$ cat src/rtl/serial_operand_serializer.sv
// serial_operand_serializer
// Parallel-to-serial front end for the bit-serial arithmetic datapath.
// Latches two WIDTH-bit operands plus a carry-in on a valid/ready accept and
// drives them out LSB-first, one bit per clock, with framing strobes.
// Optional build macro SER_SUB_EN: adds in_sub, which sends ~in_b and forces
// the frame carry-in to 1 (two's-complement subtract feed).
module serial_operand_serializer #(
    parameter  int WIDTH = 4,
    localparam int CNT_W = $clog2(WIDTH)
) (
    input  logic             clk,
    input  logic             rst,
    input  logic             in_valid,
    output logic             in_ready,
    input  logic [WIDTH-1:0] in_a,
    input  logic [WIDTH-1:0] in_b,
    input  logic             in_cin,
`ifdef SER_SUB_EN
    input  logic             in_sub,
`endif
    output logic             a_out,
    output logic             b_out,
    output logic             cin_out,
    output logic             frame_start,
    output logic             frame_last,
    output logic             busy,
    output logic [CNT_W-1:0] bit_idx,
    output logic             done
);

    typedef enum logic {IDLE, SHIFT} state_t;

    state_t           state_q;
    logic [WIDTH-1:0] a_sh_q, b_sh_q;
    logic             a_out_q, b_out_q, cin_out_q;
    logic             frame_start_q, frame_last_q, busy_q, done_q;
    logic [CNT_W-1:0] bit_idx_q;

    logic             accept;
    logic [WIDTH-1:0] b_load;
    logic             cin_load;

`ifdef SER_SUB_EN
    assign b_load   = in_sub ? ~in_b : in_b;
    assign cin_load = in_sub | in_cin;
`else
    assign b_load   = in_b;
    assign cin_load = in_cin;
`endif

    // frame_last_q marks the last bit, the only SHIFT cycle that can take a new set
    assign in_ready = !rst && ((state_q == IDLE) || frame_last_q);
    assign accept   = in_valid && in_ready;

    // Frame FSM; every serial and framing output is a register
    always_ff @(posedge clk) begin
        if (rst) begin
            state_q       <= IDLE;
            a_sh_q        <= '0;
            b_sh_q        <= '0;
            a_out_q       <= 1'b0;
            b_out_q       <= 1'b0;
            cin_out_q     <= 1'b0;
            frame_start_q <= 1'b0;
            frame_last_q  <= 1'b0;
            busy_q        <= 1'b0;
            bit_idx_q     <= '0;
            done_q        <= 1'b0;
        end else if (accept) begin
            // bit 0 goes straight to the outputs, the rest waits in the shifters
            state_q       <= SHIFT;
            a_sh_q        <= in_a >> 1;
            b_sh_q        <= b_load >> 1;
            a_out_q       <= in_a[0];
            b_out_q       <= b_load[0];
            cin_out_q     <= cin_load;
            frame_start_q <= 1'b1;
            frame_last_q  <= 1'b0;
            busy_q        <= 1'b1;
            bit_idx_q     <= '0;
            // back-to-back accept still closes the previous frame
            done_q        <= (state_q == SHIFT);
        end else if (state_q == SHIFT && !frame_last_q) begin
            a_out_q       <= a_sh_q[0];
            b_out_q       <= b_sh_q[0];
            a_sh_q        <= a_sh_q >> 1;
            b_sh_q        <= b_sh_q >> 1;
            bit_idx_q     <= bit_idx_q + CNT_W'(1);
            frame_start_q <= 1'b0;
            frame_last_q  <= (bit_idx_q == CNT_W'(WIDTH - 2));
            done_q        <= 1'b0;
        end else if (state_q == SHIFT) begin
            // last bit with nothing queued behind it
            state_q       <= IDLE;
            a_out_q       <= 1'b0;
            b_out_q       <= 1'b0;
            cin_out_q     <= 1'b0;
            frame_start_q <= 1'b0;
            frame_last_q  <= 1'b0;
            busy_q        <= 1'b0;
            bit_idx_q     <= '0;
            done_q        <= 1'b1;
        end else begin
            done_q        <= 1'b0;
        end
    end

    assign a_out       = a_out_q;
    assign b_out       = b_out_q;
    assign cin_out     = cin_out_q;
    assign frame_start = frame_start_q;
    assign frame_last  = frame_last_q;
    assign busy        = busy_q;
    assign bit_idx     = bit_idx_q;
    assign done        = done_q;

endmodule

$ cat config.mk
export PLATFORM = sky130hd
export DESIGN_NAME = serial_operand_serializer
export DESIGN_NICKNAME = d
export VERILOG_FILES = /design/src/rtl/serial_operand_serializer.sv
export SDC_FILE = /design/constraint.sdc
export NUM_CORES = 1
export LEC_CHECK = 0
export CAP_MARGIN = 20
export CORE_AREA = 2 2 39 41
export CTS_CLUSTER_SIZE = 40
export DETAILED_ROUTE_END_ITERATION = 8
export DIE_AREA = 0 0 41 43
export DONT_BUFFER_PORTS = 1
export HOLD_SLACK_MARGIN = 0.08
export PLACE_DENSITY = 0.68
export REMOVE_ABC_BUFFERS = 1
export SYNTH_ARGS = -nofsm -noshare
export SYNTH_HDL_FRONTEND = slang
export SYNTH_SLANG_ARGS = --single-unit
$ cat constraint.sdc
create_clock -name clk -period 1.1 [get_ports clk]
set_input_delay 0.22 -clock clk [delete_from_list [all_inputs] [get_ports clk]]
set_output_delay 0.22 -clock clk [all_outputs]
set_load 0.02 [all_outputs]
======== Word level (Yosys, flattened, before mapping) ========
Index checks and enable logic that the tools add are counted.
Widths: inputs -> output; s select.
operators by class
  $add $sub $neg .......................... 1
  multiply operators ...................... 0
  div/mod/pow operators ................... 0
  $lt $le $gt $ge ......................... 0
  eq/ne operators ......................... 2
  shifts and indexed selects .............. 0
  mux-type cells .......................... 22
  bitwise operators ....................... 1
  reduce and logical (&&, ||, !) cells .... 12
operator list
  cell                 number
  $mux 1               16
  $mux 3               4
  $reduce_bool 2->1    3
  $mux 2               2
  $logic_and 1x1->1    3
  $reduce_bool 3->1    1
  $add 2x1->2 const B  1
  $eq 2x2->1 const B   1
  $logic_not 1->1      2
  $ne 2x2->1 const B   1
  $reduce_and 2->1     1
  $reduce_or 2->1      1
  $logic_or 1x1->1     1
  $not 1->1            1
word-level totals
  register bits after elaboration ......... 16
  bits in latches ......................... 0
  bits in writable memories ............... 0
  ROM bits ................................ 0
  input bits .............................. 12
  output and inout port bits .............. 10
  memories kept ........................... 0

======== Logic depth before layout (Yosys ltp) ========
Gate-level depths: netlist of the first run.
  word-level depth ........................ 6
  mapped depth ............................ 4

======== Worst setup path after synthesis of the first run ========
Ideal clock, no wire load.
  path type ............................... flip-flop to output port
  start point ............................. reg frame_last_q (netlist: frame_last)
  end point ............................... out in_ready
  arrival time ............................ 1.034 ns
  data required time ...................... 0.880 ns
  setup slack ............................. -0.154 ns
  cell stages (with the launch flop) ...... 4
  cells stage by stage .................... dfxtp_1 nor2b_1 buf_4 nor2_1
between the ends
  longest elaborated chain between the ends .. 2
ends and longest elaborated chain
  what                    RTL line  text
  from (decl)             36        logic frame_start_q, frame_last_q, busy_q, done_q;
  from (signal assigned)  90        frame_last_q <= (bit_idx_q == CNT_W'(WIDTH - 2));
  $logic_or 1x1->1        52        assign in_ready = !rst && ((state_q == IDLE) || frame_last_q);
  $logic_and 1x1->1       52
  to (decl)               14        output logic in_ready,
No other way between the ends.

======== Worst setup path after layout of the first run ========
  start point ............................. reg state_q
  end point ............................... out in_ready
between the ends
  longest elaborated chain between the ends .. 3
ends and longest elaborated chain
  what                    RTL line  text
  from (decl)             33        state_t state_q;
  from (signal assigned)  58        state_q <= IDLE;
  from (signal assigned)  71        state_q <= SHIFT;
  from (signal assigned)  94        state_q <= IDLE;
  $not 1->1               52
  $logic_or 1x1->1        52
  $logic_and 1x1->1       52
No other way between the ends.

==> results of run 1 <==
where the power goes:
part           total (W)  internal [W]  switching [W]
clock network   0.000375      0.000201       0.000174
registers       0.000655      0.000617      0.0000385
logic           0.000156     0.0000835      0.0000724
registers in the layout, summed over array words and instances (netlist names):
| signal | count |
|---|---|
| b_sh_q | 3 |
| state_q | 1 |
| cin_out | 1 |
| busy | 1 |
| a_out | 1 |
| frame_last | 1 |
| bit_idx | 2 |
| frame_start | 1 |
| b_out | 1 |
| done | 1 |
| a_sh_q | 3 |
worst max path at each step:
stage / from / to
2_1_floorplan: frame_last / busy
3_3_place_gp: state_q / in_ready
3_5_place_dp: state_q / in_ready
4_1_cts: state_q / in_ready
5_1_grt: state_q / in_ready
6_report: state_q / in_ready
layout make-up:
class | count | area (um^2) | area share (%)
sequential | 16 | 323 | 39.9
inverter | 2 | 7.51 | 0.927
tap | 16 | 20.0 | 2.47
timing repair buffer | 9 | 75.1 | 9.27
multi-input combinational | 47 | 348 | 43.0
clock buffer | 4 | 36.3 | 4.48
per-layer routing:
layer  vias up  GRT usage [%]  share of wire, %
met5         -              0                 0
met4         0           14.0               3.0
met3         4           4.71               5.7
met2        15           26.6                47
met1       249           23.9                44
li1        265              -                 -
per-stage QoR:
stage	total power (W)	hold slack (ps)	setup slack (ps)	cells
2_1_floorplan	0.000768	285	-195	65
3_3_place_gp	0.000811	287	78.1	90
3_5_place_dp	0.000818	287	20.4	90
4_1_cts	0.00120	-22.6	-84.2	94
5_1_grt	0.00126	-35.3	-117	94
6_report	0.00119	-12.4	-77.1	94
layout by cell type, fill, tap and decap left out, types with 2 or more instances in the layout:
master | synthesis | layout
mux2i_1 | 9 | 9
a21oi_1 | 3 | 3
nand2_1 | 2 | 2
dfxtp_1 | 16 | 14
nor2_2 | 4 | 4
o22ai_1 | 2 | 2
buf_6 | 1 | 2
clkbuf_4 | 0 | 3
nor3_1 | 3 | 3
inv_1 | 2 | 2
buf_4 | 3 | 7
a211oi_2 | 4 | 4
dfxtp_2 | 0 | 2
nor2_1 | 9 | 9
logic make-up (layout without fill, tap and decap cells):
kind of cell,after synthesis,count (layout),share of synthesized area [%]
adders and majority gates,1,1,1.78
DFF,16,16,45.5
buffers and inverters,8,15,7.28
and+or+nand+nor,22,22,14.9
muxes,9,9,12.8
AOI/OAI and AO/OA,15,15,17.8
repair_timing:
item / CTS / global route
gates resized for setup: 4 / 3
buffers inserted: 1 / 0
pin swaps: 0 / 0
hold endpoints to repair: 16 / 16
setup endpoints to repair: 1 / 6
==> results.ini, run 1 <==
[logic_synthesis]
synth_warnings = 0
ys_ff_latch = 16
synthFlopType = dfxtp_1
synth_common_cells = dfxtp_1, mux2i_1, nor2_1, a211oi_2, nor2_2
synth_area_um2 = 704
synthTopCellsByArea = dfxtp_1, mux2i_1, a211oi_2, nor2_1, nor2_2
yosysTopAreaCellShare_pct = 45.5
synth.most_common_cell = dfxtp_1
syn_inst = 71
yosysUniqueCellTypes = 23
synth_edf_count = 0
avgSynthCellArea_um2 = 9.92
ys_seq_area_share_pct = 45.5
yosysTopAreaCell = dfxtp_1
async_reset_ff_share_pct = 0

[place]
port_buffers = 0
globalplace.congestion = 0.698
placed_cell_area_um2 = 748
dp_hpwl_um = 947

[grt]
grt_pass1_vias = 474
grt_use_total_pct = 19.0
antenna_found_initial = 0
overflow = 0
grt_pass1_wl_um = 2130
grt_start_max_net_pins = 19

[worst_setup_path]
path_cells = nor2b_4 -> nor2_1 -> buf_4
regToRegEndpoint = a_out
reg2reg_depth = 5
path_buf_inv = 1
cp-end-kind = primary output
r2r-start = state_q
crit_cells = 3
worst_path_largest_cell_delay_ps = 330
required_ps = 880
cp_slowest_cell = dfxtp_2
worst-path-max-fanout = 2
startpoint_type = flop
worst_ep_arrival_time_ps = 960
rrSetupSlack_ps = 10
path_delay_family = flip-flops
crit_type = reg2out

[sta]
hold_viol = 11
max_freq_mhz = 850
setup_tns_ps = -77.1
slew_headroom_pct = 83.0
setup_violations = 1
tightest_slew_ps = 255
final_max_slew_viol_count = 0
rsz0062_at_grt = true
holdWs_ps = -12.4
skew_ps = 2.01
layout_setup_ws_ps = -77.1
finalCriticalPeriod_ps = 1180
min_period_over_period_pct = 107

[power_and_ir_drop]
power_density_nw_per_um2 = 1470
p_leak_nw = 0.330
vdd_drop_max_uv = 873

[status]
status = finished with violations
failed_checks = negative hold slack, negative setup slack

[floorplanning]
num_rows = 14
die_h_um = 43
core-area_um2 = 1380
start_util_pct = 50.9
die_area_um2 = 1760
die_x_um = 41
ios = 22

[drt]
drtIter0Drc = 13
wirelength_um = 1370
avgRoutedWirePerCell_um = 14.5
drc = 0
vias_per_cell = 5.67
drt_first_pass_iters = 4
num_vias = 533
drt.antenna.violating_nets = 0

[job]
maxCapViolCount = 0

[finish]
nets = 92
syn2layout_area_growth_pct = 14.9
drive_gt1_share_pct = 33.3
fin_util_pct = 58.5
diodes = 0
stdcell_area_um2 = 810
fillers = 122

[cts]
clkSlewWorstSetupHoldPaths_ps = 80
root_buffer = clkbuf_4
cts.sinks = 16
cts_made_buffers = 3
cts_tree = yes
cts_max_level = 1
clock_path_buffers = 2
clkLatencyLatePin_ps = 280

[worst_hold_path]
holdPathEnd = b_sh_q[0]
min_from = rst
hp-class = in2reg
min_path_cells = 1

Power figures use the tool's default switching activity.
==> run 2, diff against run 1 <==
--- a/config.mk
+++ b/config.mk
@@ -5,14 +5,15 @@
 export SDC_FILE = /design/constraint.sdc
 export NUM_CORES = 1
 export LEC_CHECK = 0
+export ABC_AREA = 1
 export CAP_MARGIN = 20
-export CORE_AREA = 2 2 39 41
+export CORE_MARGIN = 1.5
+export CORE_UTILIZATION = 55
 export CTS_CLUSTER_SIZE = 40
 export DETAILED_ROUTE_END_ITERATION = 8
-export DIE_AREA = 0 0 41 43
 export DONT_BUFFER_PORTS = 1
 export HOLD_SLACK_MARGIN = 0.08
-export PLACE_DENSITY = 0.68
+export PLACE_DENSITY = 0.7
 export REMOVE_ABC_BUFFERS = 1
 export SYNTH_ARGS = -nofsm -noshare
 export SYNTH_HDL_FRONTEND = slang
==> results.ini, run 2 <==
[status]
status = finished with violations
failed_checks = negative setup slack

[sta]
skew_ps = 4.68
min_period_over_period_pct = 108
rsz0062_at_grt = true
tightest_slew_ps = 417
holdWs_ps = 109
setup_violations = 8
max_freq_mhz = 840
slew_headroom_pct = 72.1
layout_setup_ws_ps = -90.2
finalCriticalPeriod_ps = 1190
hold_viol = 0
final_max_slew_viol_count = 0

[worst_setup_path]
regToRegEndpoint = b_sh_q[1]
startpoint_type = flop
rrSetupSlack_ps = -70
worst_ep_arrival_time_ps = 970
reg2reg_depth = 8
r2r-start = frame_last
cp-end-kind = primary output
required_ps = 880
worst-path-max-fanout = 2
crit_type = reg2out

[drt]
drt_first_pass_iters = 3
num_vias = 674
drt.antenna.violating_nets = 0
drc = 0
vias_per_cell = 5.22
avgRoutedWirePerCell_um = 12.9
drtIter0Drc = 9
wirelength_um = 1660

[logic_synthesis]
ys_ff_latch = 16
syn_inst = 103
yosysTopAreaCellShare_pct = 44.0
yosysTopAreaCell = dfxtp_1
avgSynthCellArea_um2 = 7.07
yosysUniqueCellTypes = 17
synth_area_um2 = 728
ys_seq_area_share_pct = 44.0
synth_common_cells = nand2_1, nor2_1, dfxtp_1, inv_1, nand4_1
synthTopCellsByArea = dfxtp_1, nand2_1, nor2_1, inv_1, nand4_1
synth_edf_count = 0
synth_warnings = 0
synthFlopType = dfxtp_1
async_reset_ff_share_pct = 0
synth.most_common_cell = nand2_1

[place]
dp_slack_ps = 45.5
globalplace.congestion = 0.694
placed_cell_area_um2 = 766
dpl.cell_count = 120
dp_hpwl_um = 1100
port_buffers = 0

[power_and_ir_drop]
pwr-share-comb_pct = 16.6
vdd_drop_max_uv = 1070
clockPowerShare_pct = 26.5
power_density_nw_per_um2 = 1280
netSwitchingPower_w = 0.000321
p_seq_share_pct = 56.9
internal-power_w = 0.000818
p_leak_nw = 0.400
switching_share_pct = 28.2

[floorplanning]
die_h_um = 39.4
num_rows = 12
die_x_um = 39.4
die_area_um2 = 1550
core-area_um2 = 1170
start_util_pct = 62.2
ios = 22

[grt]
overflow = 0
antenna_found_initial = 0
grt_start_max_net_pins = 11
grt_pass1_wl_um = 2600
grt_use_total_pct = 27.1
grt_pass1_vias = 610

[cts]
clkLatencyLatePin_ps = 280
clkSlewWorstSetupHoldPaths_ps = 90
cts_made_buffers = 3
clock_path_buffers = 2
cts_max_level = 1
cts.sinks = 16
cts_tree = yes
root_buffer = clkbuf_4

[finish]
drive_gt1_share_pct = 23.5
fin_util_pct = 75.9
syn2layout_area_growth_pct = 22.0
final_cell_count_no_fill = 129
diodes = 0
final_common_cell = nand2_1
stdcell_area_um2 = 888
fillers = 95
final_cell_mix = nand2_1, nor2_1, dfxtp_1, inv_1, buf_4
nets = 130

[worst_hold_path]
holdPathEnd = busy
min_from = in_valid
min_path_cells = 2
hp-class = in2reg

[job]
maxCapViolCount = 0

-- run 2: cell count changes after synthesis, moves of 2 or more --
cell,change
mux2i_1,-9
inv_1,+9
nand3_1,+2
nand2_1,+27
a211oi_2,-4
a32oi_1,-2
inv_2,+2
buf_4,-3
nor2_2,-4
o22ai_1,-2
nor2_1,+12
nor3_1,-3
nand4_1,+6
-- run 2: metrics by stage --
step | power (W) | setup TNS, ps
finish | 0.00114 | -384
global route | 0.00119 | -1030
CTS | 0.00113 | -227
detailed placement | 0.000802 | 0
global placement | 0.000798 | 0
floorplan | 0.000757 | -870
-- run 2: power by group through the flow --
stage          clock network (W)  registers (W)  logic [W]
6_report                0.000302       0.000648   0.000189
5_1_grt                 0.000333       0.000652   0.000208
4_1_cts                 0.000314       0.000649   0.000170
3_5_place_dp                   0       0.000661   0.000141
3_3_place_gp                   0       0.000659   0.000139
2_1_floorplan                  0       0.000660  0.0000974
-- run 2: worst max-delay path: stages (launching register included) --
cell and delay, ps:
dfxtp_2 350, inv_2 40, nand2_4 70, inv_4 40, nor2_4 70, buf_6 110
-- run 2: how the worst max path moves through the flow --
stage / depth (start not counted) / startpoint / end / slack, ps
2_1_floorplan: 4 / frame_last / in_ready / -210
3_3_place_gp: 4 / bit_idx[0] / bit_idx[1] / 70
3_5_place_dp: 6 / state_q / a_sh_q[0] / 50
4_1_cts: 5 / frame_last / in_ready / -130
5_1_grt: 5 / frame_last / in_ready / -150
6_report: 5 / frame_last / in_ready / -90
-- run 2: final cells by class --
type,instances,area [um^2],share of cell area (%)
Sequential cell,16,323,36.3
Clock buffer,3,22.5,2.54
Tap cell,14,17.5,1.97
Multi-Input combinational cell,69,355,40.0
Inverter,14,55.1,6.20
Timing Repair Buffer,13,115,13.0
-- run 2: logic make-up after synthesis --
| logic type | synth area share [%] |
|---|---|
| and+or+nand+nor | 36.1 |
| buffers and inverters | 12.0 |
| DFF | 44.0 |
| AOI/OAI and AO/OA | 6.19 |
| adders and majority gates | 1.72 |
-- run 2: what timing repair did --
item                                    4_1_cts  5_1_grt
endpoints found under the setup margin        1       11
hold buffers                                  4        0
hold endpoints to repair                     11        0
gates resized for setup                       5        9
pin swaps                                     3        8
buffers inserted                              2        0
-- run 2: layer usage --
metal	wire length, um	vias to the layer above	track usage [%]
met2	813	28	45.8
met5	0	-	0
li1	-	342	-
met3	98	8	10.8
met4	48	0	19.0
met1	698	296	26.7
==> run 3, diff against run 2 <==
--- a/config.mk
+++ b/config.mk
@@ -15,6 +15,7 @@
 export HOLD_SLACK_MARGIN = 0.08
 export PLACE_DENSITY = 0.7
 export REMOVE_ABC_BUFFERS = 1
+export SLEW_MARGIN = 20
 export SYNTH_ARGS = -nofsm -noshare
 export SYNTH_HDL_FRONTEND = slang
 export SYNTH_SLANG_ARGS = --single-unit
==> results of run 3 <==
Final layout, timing and power as in run 2 (identical DEF).
